File: config.mk
export PLATFORM = sky130hd
export DESIGN_NAME = mem_port_arbiter_flat
export DESIGN_NICKNAME = d
export VERILOG_FILES = /design/src/rtl/mem_arb_pkg.sv /design/src/rtl/mem_port_arbiter_if.sv /design/src/rtl/mem_arb_tag_pipe.sv /design/src/rtl/mem_port_arbiter.sv /design/src/flat_wrapper.sv
export SDC_FILE = /design/constraint.sdc
export NUM_CORES = 1
export LEC_CHECK = 0
export ABC_AREA = 1
export BUFFER_PORTS_ARGS = -buffer_cell sky130_fd_sc_hd__buf_2
export CAP_MARGIN = 20
export CORE_AREA = 2 2 106 108
export CTS_CLUSTER_SIZE = 24
export DETAILED_ROUTE_END_ITERATION = 8
export DIE_AREA = 0 0 108 110
export GPL_TIMING_DRIVEN = 0
export PLACE_DENSITY = 0.59
export RECOVER_POWER = 25
export REMOVE_ABC_BUFFERS = 1
export SYNTH_ARGS = -nofsm -noshare
export SYNTH_HDL_FRONTEND = slang
export SYNTH_HIERARCHICAL = 1
export SYNTH_SLANG_ARGS = --single-unit
File: constraint.sdc
create_clock -name clk -period 1.15 [get_ports clk]
set_input_delay 0.1725 -clock clk [delete_from_list [all_inputs] [get_ports clk]]
set_output_delay 0.1725 -clock clk [all_outputs]
set_load 0.05 [all_outputs]
File: src/rtl/mem_arb_pkg.sv
// rtl/mem_arb_pkg.sv - shared types for the memory port arbiter and its tag pipeline
package mem_arb_pkg;

    typedef enum logic [1:0] {
        OWN_NONE = 2'd0,
        OWN_IF   = 2'd1,
        OWN_LS   = 2'd2
    } owner_e;

    typedef struct packed {
        owner_e owner;
        logic   we;
        logic   kill;
    } arb_tag_t;

    localparam arb_tag_t TAG_NONE = '{owner: OWN_NONE, we: 1'b0, kill: 1'b0};

    // A redirect only ever kills fetch entries; load/store entries pass untouched.
    function automatic arb_tag_t with_flush(arb_tag_t tag, logic flush);
        arb_tag_t res;
        res = tag;
        if (flush && tag.owner == OWN_IF) begin
            res.kill = 1'b1;
        end
        return res;
    endfunction

endpackage

File: src/rtl/mem_port_arbiter_if.sv
// rtl/mem_port_arbiter_if.sv - fetch, load/store and memory command signals of the port arbiter
interface mem_port_arbiter_if #(
    parameter int ADDR_W = 32,
    parameter int DATA_W = 32
) ();
    logic                if_req_valid;
    logic                if_req_ready;
    logic [ADDR_W-1:0]   if_addr;
    logic                if_flush;
    logic                if_rsp_valid;
    logic [DATA_W-1:0]   if_rsp_data;

    logic                ls_req_valid;
    logic                ls_req_ready;
    logic [ADDR_W-1:0]   ls_addr;
    logic                ls_we;
    logic [DATA_W/8-1:0] ls_wstrb;
    logic [DATA_W-1:0]   ls_wdata;
    logic                ls_rsp_valid;
    logic [DATA_W-1:0]   ls_rsp_data;

    logic                mem_en;
    logic                mem_we;
    logic [DATA_W/8-1:0] mem_wstrb;
    logic [ADDR_W-1:0]   mem_addr;
    logic [DATA_W-1:0]   mem_wdata;
    logic [DATA_W-1:0]   mem_rdata;

    // Arbiter side
    modport slave (
        input  if_req_valid, if_addr, if_flush,
        input  ls_req_valid, ls_addr, ls_we, ls_wstrb, ls_wdata,
        input  mem_rdata,
        output if_req_ready, if_rsp_valid, if_rsp_data,
        output ls_req_ready, ls_rsp_valid, ls_rsp_data,
        output mem_en, mem_we, mem_wstrb, mem_addr, mem_wdata
    );

    // Requester and memory side
    modport master (
        output if_req_valid, if_addr, if_flush,
        output ls_req_valid, ls_addr, ls_we, ls_wstrb, ls_wdata,
        output mem_rdata,
        input  if_req_ready, if_rsp_valid, if_rsp_data,
        input  ls_req_ready, ls_rsp_valid, ls_rsp_data,
        input  mem_en, mem_we, mem_wstrb, mem_addr, mem_wdata
    );
endinterface

File: src/rtl/mem_arb_tag_pipe.sv
// rtl/mem_arb_tag_pipe.sv - fixed-latency ownership tags for in-flight memory accesses
module mem_arb_tag_pipe
    import mem_arb_pkg::*;
#(
    parameter int MEM_LATENCY = 1
) (
    input  logic     clk,
    input  logic     rst_n,
    input  arb_tag_t in_tag,
    input  logic     flush,
    output arb_tag_t tail
);

    arb_tag_t stage [MEM_LATENCY];

    always_ff @(posedge clk or negedge rst_n) begin
        if (!rst_n) begin
            for (int i = 0; i < MEM_LATENCY; i++) begin
                stage[i] <= TAG_NONE;
            end
        end else begin
            stage[0] <= in_tag;
            for (int i = 1; i < MEM_LATENCY; i++) begin
                stage[i] <= with_flush(stage[i-1], flush);
            end
        end
    end

    // The tail is killed combinationally so a flush also swallows the response leaving this cycle.
    assign tail = with_flush(stage[MEM_LATENCY-1], flush);

endmodule

File: src/rtl/mem_port_arbiter.sv
// rtl/mem_port_arbiter.sv - shares one memory port between fetch and load/store; optional MEM_ARB_STARVE_GUARD_EN
module mem_port_arbiter
    import mem_arb_pkg::*;
#(
    parameter int ADDR_W       = 32,
    parameter int DATA_W       = 32,
    parameter int MEM_LATENCY  = 1,
    parameter int STARVE_LIMIT = 4
) (
    input  logic              clk,
    input  logic              rst_n,
    mem_port_arbiter_if.slave bus
);

    if (MEM_LATENCY < 1 || MEM_LATENCY > 4 || STARVE_LIMIT < 1 ||
        ADDR_W < 1 || DATA_W < 8 || (DATA_W % 8) != 0) begin : g_bad_param
        $error("mem_port_arbiter: illegal parameter combination");
    end

    logic     if_grant;
    logic     ls_grant;
    logic     force_if;
    arb_tag_t grant_tag;
    arb_tag_t tail;

`ifdef MEM_ARB_STARVE_GUARD_EN
    localparam int CNT_W = $clog2(STARVE_LIMIT + 1);
    localparam logic [CNT_W-1:0] CNT_MAX = CNT_W'(STARVE_LIMIT);

    logic [CNT_W-1:0] starve_cnt;

    assign force_if = (starve_cnt == CNT_MAX) && bus.if_req_valid && !bus.if_flush;

    always_ff @(posedge clk or negedge rst_n) begin
        if (!rst_n) begin
            starve_cnt <= '0;
        end else if (!bus.if_req_valid || if_grant) begin
            starve_cnt <= '0;
        end else if (ls_grant && starve_cnt != CNT_MAX) begin
            starve_cnt <= starve_cnt + 1'b1;
        end
    end
`else
    assign force_if = 1'b0;
`endif

    assign ls_grant = bus.ls_req_valid && !force_if;
    assign if_grant = bus.if_req_valid && !bus.if_flush && (!bus.ls_req_valid || force_if);

    assign bus.ls_req_ready = ls_grant;
    assign bus.if_req_ready = if_grant;

    always_comb begin
        bus.mem_en    = 1'b0;
        bus.mem_we    = 1'b0;
        bus.mem_wstrb = '0;
        bus.mem_addr  = '0;
        bus.mem_wdata = '0;
        grant_tag     = TAG_NONE;
        if (ls_grant) begin
            bus.mem_en      = 1'b1;
            bus.mem_we      = bus.ls_we;
            bus.mem_wstrb   = bus.ls_wstrb;
            bus.mem_addr    = bus.ls_addr;
            bus.mem_wdata   = bus.ls_wdata;
            grant_tag.owner = OWN_LS;
            grant_tag.we    = bus.ls_we;
        end else if (if_grant) begin
            bus.mem_en      = 1'b1;
            bus.mem_addr    = bus.if_addr;
            grant_tag.owner = OWN_IF;
        end
    end

    mem_arb_tag_pipe #(
        .MEM_LATENCY (MEM_LATENCY)
    ) u_tag_pipe (
        .clk    (clk),
        .rst_n  (rst_n),
        .in_tag (grant_tag),
        .flush  (bus.if_flush),
        .tail   (tail)
    );

    always_comb begin
        bus.if_rsp_valid = 1'b0;
        bus.if_rsp_data  = '0;
        bus.ls_rsp_valid = 1'b0;
        bus.ls_rsp_data  = '0;
        if (tail.owner == OWN_IF && !tail.kill) begin
            bus.if_rsp_valid = 1'b1;
            bus.if_rsp_data  = bus.mem_rdata;
        end
        if (tail.owner == OWN_LS) begin
            bus.ls_rsp_valid = 1'b1;
            bus.ls_rsp_data  = tail.we ? '0 : bus.mem_rdata;
        end
    end

endmodule

File: src/flat_wrapper.sv
// flat-port wrapper written by rule: the top's interface ports become plain ports
module mem_port_arbiter_flat import mem_arb_pkg::*;
#(
    parameter int ADDR_W       = 32,
    parameter int DATA_W       = 32,
    parameter int MEM_LATENCY  = 1,
    parameter int STARVE_LIMIT = 4
)
  (clk, rst_n, bus_if_req_valid, bus_if_addr, bus_if_flush, bus_ls_req_valid, bus_ls_addr, bus_ls_we, bus_ls_wstrb, bus_ls_wdata, bus_mem_rdata, bus_if_req_ready, bus_if_rsp_valid, bus_if_rsp_data, bus_ls_req_ready, bus_ls_rsp_valid, bus_ls_rsp_data, bus_mem_en, bus_mem_we, bus_mem_wstrb, bus_mem_addr, bus_mem_wdata);
  mem_port_arbiter_if #(.ADDR_W(ADDR_W), .DATA_W(DATA_W)) bus_i ();
  input  logic clk;
  input  logic rst_n;
  input wire logic [$bits(bus_i.if_req_valid)-1:0] bus_if_req_valid;
  input wire logic [$bits(bus_i.if_addr)-1:0] bus_if_addr;
  input wire logic [$bits(bus_i.if_flush)-1:0] bus_if_flush;
  input wire logic [$bits(bus_i.ls_req_valid)-1:0] bus_ls_req_valid;
  input wire logic [$bits(bus_i.ls_addr)-1:0] bus_ls_addr;
  input wire logic [$bits(bus_i.ls_we)-1:0] bus_ls_we;
  input wire logic [$bits(bus_i.ls_wstrb)-1:0] bus_ls_wstrb;
  input wire logic [$bits(bus_i.ls_wdata)-1:0] bus_ls_wdata;
  input wire logic [$bits(bus_i.mem_rdata)-1:0] bus_mem_rdata;
  output wire logic [$bits(bus_i.if_req_ready)-1:0] bus_if_req_ready;
  output wire logic [$bits(bus_i.if_rsp_valid)-1:0] bus_if_rsp_valid;
  output wire logic [$bits(bus_i.if_rsp_data)-1:0] bus_if_rsp_data;
  output wire logic [$bits(bus_i.ls_req_ready)-1:0] bus_ls_req_ready;
  output wire logic [$bits(bus_i.ls_rsp_valid)-1:0] bus_ls_rsp_valid;
  output wire logic [$bits(bus_i.ls_rsp_data)-1:0] bus_ls_rsp_data;
  output wire logic [$bits(bus_i.mem_en)-1:0] bus_mem_en;
  output wire logic [$bits(bus_i.mem_we)-1:0] bus_mem_we;
  output wire logic [$bits(bus_i.mem_wstrb)-1:0] bus_mem_wstrb;
  output wire logic [$bits(bus_i.mem_addr)-1:0] bus_mem_addr;
  output wire logic [$bits(bus_i.mem_wdata)-1:0] bus_mem_wdata;
  assign bus_i.if_req_valid = bus_if_req_valid;
  assign bus_i.if_addr = bus_if_addr;
  assign bus_i.if_flush = bus_if_flush;
  assign bus_i.ls_req_valid = bus_ls_req_valid;
  assign bus_i.ls_addr = bus_ls_addr;
  assign bus_i.ls_we = bus_ls_we;
  assign bus_i.ls_wstrb = bus_ls_wstrb;
  assign bus_i.ls_wdata = bus_ls_wdata;
  assign bus_i.mem_rdata = bus_mem_rdata;
  assign bus_if_req_ready = bus_i.if_req_ready;
  assign bus_if_rsp_valid = bus_i.if_rsp_valid;
  assign bus_if_rsp_data = bus_i.if_rsp_data;
  assign bus_ls_req_ready = bus_i.ls_req_ready;
  assign bus_ls_rsp_valid = bus_i.ls_rsp_valid;
  assign bus_ls_rsp_data = bus_i.ls_rsp_data;
  assign bus_mem_en = bus_i.mem_en;
  assign bus_mem_we = bus_i.mem_we;
  assign bus_mem_wstrb = bus_i.mem_wstrb;
  assign bus_mem_addr = bus_i.mem_addr;
  assign bus_mem_wdata = bus_i.mem_wdata;
  mem_port_arbiter #(.ADDR_W(ADDR_W), .DATA_W(DATA_W), .MEM_LATENCY(MEM_LATENCY), .STARVE_LIMIT(STARVE_LIMIT)) u_core (.clk(clk), .rst_n(rst_n), .bus(bus_i));
endmodule
Word level (Yosys, flattened, before mapping):

Cells that the tools add are included.

* latch bits: 0
* memory bits (read-only): 0
* memories kept: 0
* output and inout port bits: 138
* RAM bits: 0
* register bits: 3

* equal/unequal tests: 2
* divide/modulo/power cells: 0
* $add $sub $neg: 0
* bitwise gates (word level): 0
* multiplexer cells: 15
* magnitude comparators: 0
* shift-type cells: 0
* reductions and logical operators: 7
* $mul: 0

Operator list (count)
* $mux W32: 6
* $mux W1: 7
* $logic_and A1 B1 Y1: 4
* $mux W4: 1
* $logic_not A1 Y1: 3
* $eq A2 B1 Y1 const B: 1
* $eq A2 B2 Y1 const B: 1
* $mux W2: 1

Logic depth before layout (Yosys ltp):

Gate-level depths: netlist of run 1.

* depth in word-level cells: 6
* depth in mapped cells: 7

By module:

The synthesis of run 1 kept the hierarchy.

Modules (own cells, without submodules)
* mem_port_arbiter: times used 1, area an instance 1342.5 um2, cells an instance 306
* mem_arb_tag_pipe: times used 1, area an instance 138.9 um2, cells an instance 11

Least setup slack after synthesis of run 1:

No wires, ideal clock.

* path kind: register to output
* from: register u_core.u_tag_pipe.stage (netlist bit u_core/u_tag_pipe/tail[2])
* to: output port bus_ls_rsp_data[10]
* data required time: 0.978 ns
* setup slack: -0.998 ns
* stages on the path, launching flop included: 6
* data arrival time: 1.976 ns
* path buffers: 2
* cell sequence: dfrtp_1 buf_4 nor2_2 nand2_2 buf_6 nor2_1

* word-level cells in the longest chain between the ends: 2

Ends and longest elaborated chain
* start, declared: line mem_arb_tag_pipe.sv:14 `arb_tag_t stage [MEM_LATENCY];`
* start signal, assigned by index: line mem_arb_tag_pipe.sv:24 `stage[i] <= with_flush(stage[i-1], flush);`
* $eq A2 B2 Y1: line mem_port_arbiter.sv:94 `if (tail.owner == OWN_LS) begin`
* $mux W32: line mem_port_arbiter.sv:94
* end, declared: line flat_wrapper.sv:27 `output wire logic [$bits(bus_i.ls_rsp_data)-1:0] bus_ls_rsp_data;`

Every way passes these cells.

==> results of run 1 <==
cells by family after synthesis:
logic type / count (synthesis)
AND/OR/NAND/NOR: 205
buffers and inverters: 106
flip-flops: 4
AO/OA/AOI/OAI: 1
other: 1
metal layers:
layer,up-vias,global-route usage (%),part of all wire (%)
met4,0,3.571,2.6
met3,22,3.116,9.5
met5,-,0,0
met1,1354,15.35,34
met2,179,30.82,54
li1,1478,-,-
Yosys cell counts:
cell     instances  area share, %
buf_6            9            6.8
nand3_1          1           0.34
o21ai_0          1           0.34
inv_1           76             19
nor2_1          60             15
dfrtp_1          4            6.8
nand2_1        102             26
inv_2            2           0.51
conb_1           1           0.25
nor2_2           6            2.5
buf_4            4            2.0
nand4_1         32             14
buf_2           15            5.1
nor3_1           2           0.68
nand2_2          2           0.84
per-stage QoR:
stage	instance area (sq um)	std cells
2_1_floorplan	1275	289
3_3_place_gp	2826	704
3_5_place_dp	2846	705
4_1_cts	3887	724
5_1_grt	4433	731
6_report	4433	731
flip-flops by register name, indices dropped and copies added (netlist names):
register                 cells
u_core/u_tag_pipe/tail       3
u_core/u_tag_pipe/stage      1
power breakdown:
part           switching (mW)  internal, mW  total (mW)  leakage (nW)
combinational            1.47         0.721        2.19          2.52
clock                  0.0657         0.223       0.288        0.0216
sequential            0.00505         0.149       0.154        0.0496
total                    1.54          1.09        2.63          2.59
repair_timing:
item | 4_1_cts | 5_1_grt
setup buffers | 9 | 2
pin swaps | 9 | 10
endpoints found under the setup margin | 135 | 113
hold buffers | 1 | 0
resized for setup | 245 | 139
gates cloned | 6 | 4
endpoints found under the hold margin | 4 | 0
worst min-delay path: stages:
cell and delay, ns:
buf_2 0.07, nand2_1 0.04, inv_1 0.06
cell type report:
type                       count  area share [%]
antenna                        1         0.05645
clock buffer                   3          0.9314
timing repair buffer         290           51.68
inverter                      78           7.197
multi-input combinational    214           33.76
sequential                     4           2.258
timing repair inverter         1          0.1693
tap                          140           3.951
how the worst max path moves through the flow:
stage | cells after the start | end | start
6_report | 8 | bus_if_rsp_data[31] | u_core/u_tag_pipe/tail[3]
5_1_grt | 8 | bus_if_rsp_data[0] | u_core/u_tag_pipe/tail[3]
4_1_cts | 7 | bus_if_rsp_data[31] | u_core/u_tag_pipe/tail[2]
3_5_place_dp | 5 | bus_mem_addr[23] | bus_if_flush
3_3_place_gp | 5 | bus_mem_addr[23] | bus_ls_req_valid
2_1_floorplan | 3 | bus_ls_rsp_data[0] | u_core/u_tag_pipe/tail[2]
placed cells by master (no fill, tap or decap):
cell type,netlist,layout
buf_2,15,155
nand2_1,102,100
inv_1,76,74
nor2_4,0,59
buf_8,0,40
buf_4,4,39
buf_6,9,36
nand4_1,32,32
nand2_8,0,8
nor2_2,6,7
buf_12,0,6
clkbuf_4,0,6
clkbuf_2,0,5
dfrtp_1,4,4
clkbuf_8,0,3
clkinvlp_4,0,3
nand2_2,2,2
nor3_1,2,2
diode_2,0,1
nand2_4,0,1
dlymetal6s2s_1,0,1
dlygate4sd3_1,0,1
clkbuf_1,0,1
inv_16,0,1
inv_4,0,1
o21ai_0,1,1
nand3_2,0,1
conb_1,1,1
==> summary.md, run 1 <==
| Metric | Value |
|---|---|
| Pleak | 2.588 nW |
| Critical path startpoint category | flop |
| P&R area growth vs syn | 199.2% |
| Final Cycle Share | 143.0% |
| Cell Area, Synth | 1481 sq um |
| Maximum VDD drop | 0.0003999 V |
| Crit. End Element | primary output |
| Routed length per instance | 15.76 microns |
| Hold endpoint | u_core/u_tag_pipe/tail[1] |
| # fillers | 1091 |
| Num ports | 276 |
| DP HPWL | 6938 microns |
| Fraction of layout instances using a drive strength above 1 | 63.22% |
| Adder-Cell Fraction of Synth Area | 0% |
| CTS Buffer Depth | 2 |
| Slew Viols, Final | 0 |
| Fin crit period | 1.645 ns |
| Vias in the first global route | 2683 |
| Core area | 10700 sq um |
| Row count | 38 |
| DR vias/cell | 4.149 |
| GRT overflow | 0 |
| Final worst slack | -0.4950 ns |
| Layout net count | 730 |
| Req. time, crit path | 0.98 ns |
| Post-Syn Instances | 317 |
| DR pass1 iterations | 4 |
| Die Area | 11880 sq um |
| Clock root cell | clkbuf_8 |
| Pwr Density | 594.2 nW/um^2 |
| First DRT Iteration DRCs | 112 |
| Largest family of logic cells by synthesized area | simple AND/OR/NAND/NOR gates |
| Post-synth cell types | 15 |
| Data arrival time of the critical path | 1.47 ns |
| Gpl congestion | 0.7832 |
| Setup CP Type | reg -> out |
| Mux share of post-synthesis cell area | 0% |
| H-Tree Depth | 1 |
| Failing checks | setup timing |
| Seq/Total Area, Yosys | 6.757% |
| Most frequent CP cell | buf_6 |
| Worst hold margin | 0.1760 ns |
| Status | complete, but fails checks |
| Tightest Hold Check Type | in -> reg |
| CP delay by family, top | simple AND/OR/NAND/NOR gates |
| FF/Latch Area | 100.1 sq um |
| Footprint of the multi-input gates | 1496 sq um |
| Synth Area in XOR/XNOR | 0% |
| CP Buf/Inv Count | 3 |
| Fin. Hold Viols | 0 |
| Final core utilization | 41.44% |
| Power Total | 2.634 mW |
| CTS Buf Count | 3 |
| Dpl ws | -0.7492 ns |
| Initial antenna violation count | 1 |
| Initial core utilization | 13.85% |
| Remaining DRCs | 0 |
| Worst-path cell chain | inv_1 > nand3_2 > nand2_2 > nor2_4 > buf_6 > nand2_8 > nor2_2 > buf_6 |
| Simple-Gate Fraction of Synth Area | 58.95% |
| Input/output buffers | 275 |
| CTS tree | built |
| Final TNS setup | -40.41 ns |
| Max-cap violations | 0 |
| Overall routing resource usage | 15.02% |
| Largest net degree at the start of global routing | 34 |
| Worst-path clk slew | 0.03 ns |
| Antenna-violating nets left | 0 |
| Least-Margin Pin Slew | 0.5898 ns |
| Worst path max stage delay | 0.37 ns |
| Die width | 108 microns |
| Die Ht | 110 microns |
| Yosys warnings | 6 |
| Fmax achieved | 0.6079 GHz |
| Num Clock Sinks | 4 |
| Critical-path top delay cell | dfrtp_1 |
| Hold depth | 3 |
| Via count | 3033 |
| Seq cells post-synth | 4 |
| Setup violations, final | 105 |
| First-pass GRT wire length | 13940 microns |
| Relative slew margins | 60.62% |
| CP max FO | 8 |
| RSZ-0062 raised after global routing | true |
| Syn Area/Cell | 4.673 sq um |
| Synth Area in Compound Gates | 0.3378% |
| Routed WL | 11520 microns |
| HP Start | bus_ls_we |
Note: power is estimated with default switching activity, not from simulation.
==> run 2, diff against run 1 <==
Settings changed: RECOVER_POWER 25 to 100.
==> summary.md, run 2 (synthesis results as in run 1) <==
| Metric | Value |
|---|---|
| Status | complete, but fails checks |
| Failing checks | setup timing |
| Least-Margin Pin Slew | 0.5986 ns |
| Gpl congestion | 0.7832 |
| Initial antenna violation count | 1 |
| Most common cell after layout, fill and taps aside | buf_2 |
| Die Area | 11880 sq um |
| Maximum VDD drop | 0.0003966 V |
| Setup CP Type | reg -> out |
| Placed cell count | 705 |
| Row count | 38 |
| Fin crit period | 1.643 ns |
| Vias in the first global route | 2683 |
| Net Sw Frac | 58.73% |
| Internal Pwr Total | 1.081 mW |
| Pleak | 2.576 nW |
| Relative slew margins | 60.02% |
| Die width | 108 microns |
| Worst-path cell chain | inv_1 > nand3_2 > nand2_2 > nor2_4 > buf_6 > nand2_8 > nor2_2 > buf_6 |
| Fin. Hold Viols | 0 |
| Via count | 3042 |
| P&R area growth vs syn | 198.0% |
| Critical-path top delay cell | dfrtp_1 |
| First DRT Iteration DRCs | 112 |
| CTS tree | built |
| Register share of total power | 5.9% |
| Fraction of layout instances using a drive strength above 1 | 63.22% |
| Num ports | 276 |
| GRT overflow | 0 |
| Clock root cell | clkbuf_8 |
| Antenna-violating nets left | 0 |
| Tightest Hold Check Type | in -> reg |
| First-pass GRT wire length | 13940 microns |
| Largest net degree at the start of global routing | 34 |
| Final worst slack | -0.4932 ns |
| Pwr Density | 593.5 nW/um^2 |
| Data arrival time of the critical path | 1.47 ns |
| Routed WL | 11470 microns |
| Most frequent cells in the layout | buf_2 (153), nand2_1 (100), inv_1 (74) |
| Req. time, crit path | 0.98 ns |
| Initial core utilization | 13.85% |
| Max-cap violations | 0 |
| CP Buf/Inv Count | 3 |
| Remaining DRCs | 0 |
| Crit. End Element | primary output |
| CP delay by family, top | simple AND/OR/NAND/NOR gates |
| Routed length per instance | 15.69 microns |
| # fillers | 1094 |
| Max reg flops | 3 |
| CTS Buffer Depth | 2 |
| Non-filler instance count after layout | 731 |
| Dpl ws | -0.7492 ns |
| DR vias/cell | 4.161 |
| Slew Viols, Final | 0 |
| Worst-path clk slew | 0.03 ns |
| DR pass1 iterations | 4 |
| Core area | 10700 sq um |
| DP HPWL | 6938 microns |
| FF/Latch Area | 100.1 sq um |
| Worst path max stage delay | 0.37 ns |
| Most frequent CP cell | buf_6 |
| Input/output buffers | 275 |
| Fmax achieved | 0.6086 GHz |
| RSZ-0062 raised after global routing | true |
| Layout net count | 730 |
| Final Cycle Share | 142.9% |
| Logic pwr share | 83.1% |
| Num Clock Sinks | 4 |
| CP max FO | 8 |
| Net Switching | 1.539 mW |
| H-Tree Depth | 1 |
| Setup violations, final | 105 |
| Clock share of power | 11.0% |
| Critical path startpoint category | flop |
| Die Ht | 110 microns |
| Footprint of the multi-input gates | 1496 sq um |
| Overall routing resource usage | 15.02% |
| CTS Buf Count | 3 |
==> run 2: path summary, 6_finish.rpt <==
kind | start | to | slack, ns | depth (start not counted)
max in group asynchronous | rst_n | u_core/u_tag_pipe/tail[3] | 0.65 | 2
worst min-delay path | bus_ls_we | u_core/u_tag_pipe/tail[1] | 0.18 | 3
worst max-delay path | u_core/u_tag_pipe/tail[3] | bus_if_rsp_data[31] | -0.49 | 8
min in group asynchronous | rst_n | u_core/u_tag_pipe/tail[2] | 0.32 | 2
==> run 2: final cells by class <==
type	instances	share of cell area, %
flip-flops and latches	4	2.268
clock buffers	3	0.9354
multi-input cells	214	33.90
diodes	1	0.05669
inverters	78	7.228
well taps	140	3.968
repair buffers	290	51.47
repair inverters	1	0.1701
==> run 2: metal layers <==
metal  vias to the layer above  wire (microns)  track usage [%]
met4                         0             308            3.571
met3                        24            1143            3.116
met2                       187            6214            30.82
li1                       1479               -                -
met5                         -               0                0
met1                      1352            3803            15.35
==> run 2: power by group through the flow <==
| stage | clock, mW | sequential, mW | combinational [mW] |
|---|---|---|---|
| after floorplan | 0 | 0.153 | 1.05 |
| after global placement | 0 | 0.154 | 1.62 |
| after detailed placement | 0 | 0.153 | 1.63 |
| final | 0.288 | 0.154 | 2.18 |
| after global routing | 0.313 | 0.154 | 2.28 |
| after CTS | 0.300 | 0.154 | 2.04 |
==> run 2: tightest hold or removal path, stage by stage <==
cell     delay (ns)
buf_2          0.07
nand2_1        0.04
inv_1          0.06
==> run 2: timing repair <==
action	4_1_cts	5_1_grt
gates resized for setup	245	139
cloned	6	4
setup endpoints to repair	135	113
hold endpoints to repair	4	0
pin swaps	9	10
hold buffers	1	0
setup buffers	9	2
==> run 2: per-stage QoR <==
step	TNS, ns	util [%]	hold slack, ns	instance area, sq um	total power, mW
final	-40.38	41.26	0.1760	4414	2.620
after global routing	-47.30	41.26	0.1825	4414	2.748
after CTS	-26.23	36.34	0.1649	3887	2.497
after detailed placement	-58.36	26.61	-0.02114	2846	1.782
after global placement	-95.80	26.42	-0.02202	2826	1.773
after floorplan	-59.74	-	-0.1231	1275	1.201
==> run 3, diff against run 2 <==
Settings changed: ABC_AREA 1 to unset, CORE_AREA 2 2 106 108 to 2 2 107 109, DIE_AREA 0 0 108 110 to 0 0 109 111, PLACE_DENSITY 0.59 to 0.58.
==> summary.md, run 3 <==
| Metric | Value |
|---|---|
| Relative slew margins | 38.46% |
| CP delay by family, top | simple AND/OR/NAND/NOR gates |
| Post-synth cell types | 16 |
| Layout net count | 663 |
| Final worst slack | -0.6075 ns |
| Row count | 39 |
| Num Clock Sinks | 4 |
| Num ports | 276 |
| Worst-path cell chain | nand2_2 > o21bai_4 > nor3b_4 > buf_6 > and2_1 > buf_6 |
| Max reg flops | 3 |
| Maximum VDD drop | 0.0002871 V |
| Net Switching | 1.486 mW |
| CP startpoint | u_core/u_tag_pipe/tail[2] |
| Post-Syn Instances | 235 |
| Remaining DRCs | 0 |
| Vias in the first global route | 2637 |
| Initial antenna violation count | 1 |
| Crit. End Element | primary output |
| Input/output buffers | 275 |
| CTS tree | built |
| Register share of total power | 5.2% |
| DP HPWL | 7214 microns |
| Setup CP Type | reg -> out |
| Setup violations, final | 122 |
| H-Tree Depth | 1 |
| Synth Flop Type | dfrtp_1 |
| Syn Area/Cell | 6.187 sq um |
| Cell Area, Synth | 1454 sq um |
| P&R area growth vs syn | 231.0% |
| Core area | 11080 sq um |
| Critical path startpoint category | flop |
| RSZ-0062 raised after global routing | true |
| Net Sw Frac | 48.49% |
| Cell taking the most area after synthesis | and2_1 |
| Slew Viols, Final | 0 |
| Failing checks | setup timing |
| GRT overflow | 0 |
| Post-synth top area share | 42.17% |
| Most frequent CP cell | buf_6 |
| CTS Buf Count | 3 |
| CP max FO | 9 |
| Dpl ws | -0.9174 ns |
| Fin crit period | 1.757 ns |
| Pleak | 2.415 nW |
| Seq cells post-synth | 4 |
| Most frequent cells in the layout | buf_2 (143), buf_6 (62), and2_1 (55) |
| Seq/Total Area, Yosys | 6.885% |
| Fin. Hold Viols | 0 |
| Final core utilization | 43.44% |
| # fillers | 1032 |
| Die Area | 12100 sq um |
| Tightest Hold Check Type | in -> reg |
| Routed WL | 11680 microns |
| Logic pwr share | 77.2% |
| Antenna-violating nets left | 0 |
| Req. time, crit path | 0.98 ns |
| Placed cell area | 2900 sq um |
| Internal Pwr Total | 1.579 mW |
| Routed length per instance | 17.51 microns |
| DR vias/cell | 4.076 |
| Die width | 109 microns |
| Post-synth EDFFs | 0 |
| Fraction of layout instances using a drive strength above 1 | 75.14% |
| Ranking of synthesized cells by area | and2_1 (42%), nand2b_1 (15%), nand2_1 (8.5%), o21ai_0 (7.9%), dfrtp_1 (6.9%) |
| Pwr Density | 636.9 nW/um^2 |
| Hold depth | 2 |
| Status | complete, but fails checks |
| Finished Cell Area | 4812 sq um |
| Ys async rst share | 100.0% |
| Worst path max stage delay | 0.42 ns |
| Initial core utilization | 13.13% |
| Least-Margin Pin Slew | 0.9231 ns |
| Overall routing resource usage | 15.74% |
| Data arrival time of the critical path | 1.58 ns |
| Critical-path top delay cell | dfrtp_2 |
| Fmax achieved | 0.5690 GHz |
| Worst-path clk slew | 0.03 ns |
| CP Buf/Inv Count | 2 |
| Clock share of power | 17.5% |
| Count leader, synth | and2_1 |
| Gpl congestion | 0.7264 |
| Via count | 2719 |
| HP Start | bus_ls_we |
| Die Ht | 111 microns |
| First-pass GRT wire length | 14700 microns |
| Max-cap violations | 0 |
| Clock root cell | clkbuf_16 |
| Final Cycle Share | 152.8% |
| DR pass1 iterations | 4 |
| First DRT Iteration DRCs | 102 |
| Largest net degree at the start of global routing | 38 |
| WP depth | 6 |
| Most common cell after layout, fill and taps aside | buf_2 |
| CTS Buffer Depth | 2 |
| Most instantiated cells after synthesis | and2_1 (98), nand2b_1 (34), nand2_1 (33) |
| Yosys warnings | 6 |
[run 3: cell count changes after synthesis, sizes merged]
cell	change
and2	+101
and2b	+1
buf	-13
clkbuf	+9
inv	-78
nand2	-71
nand2b	+34
nand3	-1
nand4	-32
nor2	-64
nor3	-2
nor3b	+2
o21ai	+31
o21bai	+1
[run 3: path summary, 6_finish.rpt]
path / to
min in group asynchronous: u_core/u_tag_pipe/tail[1]
max in group asynchronous: u_core/u_tag_pipe/tail[2]
worst max-delay path: bus_if_rsp_data[25]
worst min-delay path: u_core/u_tag_pipe/tail[1]
[run 3: timing repair]
| item | 4_1_cts | 5_1_grt |
|---|---|---|
| setup buffers | 13 | 8 |
| endpoints found under the setup margin | 137 | 107 |
| hold endpoints to repair | 4 | 0 |
| cloned | 7 | 3 |
| hold buffers | 1 | 0 |
| pin swaps | 21 | 32 |
| resized for setup | 314 | 122 |
[run 3: layer usage]
metal	GRT usage [%]	wire length, microns
met4	2.051	77
met2	31.47	6215
met3	2.704	1130
met5	0	0
met1	17.07	4257
[run 3: kinds of logic after synthesis]
| group | share of synthesized area, % |
|---|---|
| flip-flops | 6.885 |
| other | 0.2579 |
| AO/OA/AOI/OAI | 11.53 |
| buffers and inverters | 10.76 |
| AND/OR/NAND/NOR | 70.57 |
[run 3: stage by stage]
stage	cells	TNS (ns)	total power, mW	hold WS [ns]
finish	667	-41.35	3.065	0.1817
global route	667	-48.17	3.184	0.1964
detailed placement	631	-81.24	1.762	-0.02016
CTS	655	-33.22	2.815	0.1827
global placement	629	-111.68	1.737	-0.02298
floorplan	211	-72.02	1.187	-0.1231
[run 3: power by group through the flow]
stage,Clock (mW),Sequential (mW),Combinational [mW]
global route,0.562,0.162,2.46
global placement,0,0.156,1.58
detailed placement,0,0.157,1.61
CTS,0.546,0.161,2.11
finish,0.538,0.161,2.37
floorplan,0,0.156,1.03
[run 3: final cells by class]
class                           instances  area (sq um)  area share [%]
Antenna cell                            1         2.502         0.05200
Clock buffer                            3         75.07           1.560
Multi-Input combinational cell        209          1673           34.76
Sequential cell                         4         102.6           2.132
Tap cell                              143         178.9           3.718
Timing Repair Buffer                  307          2780           57.77
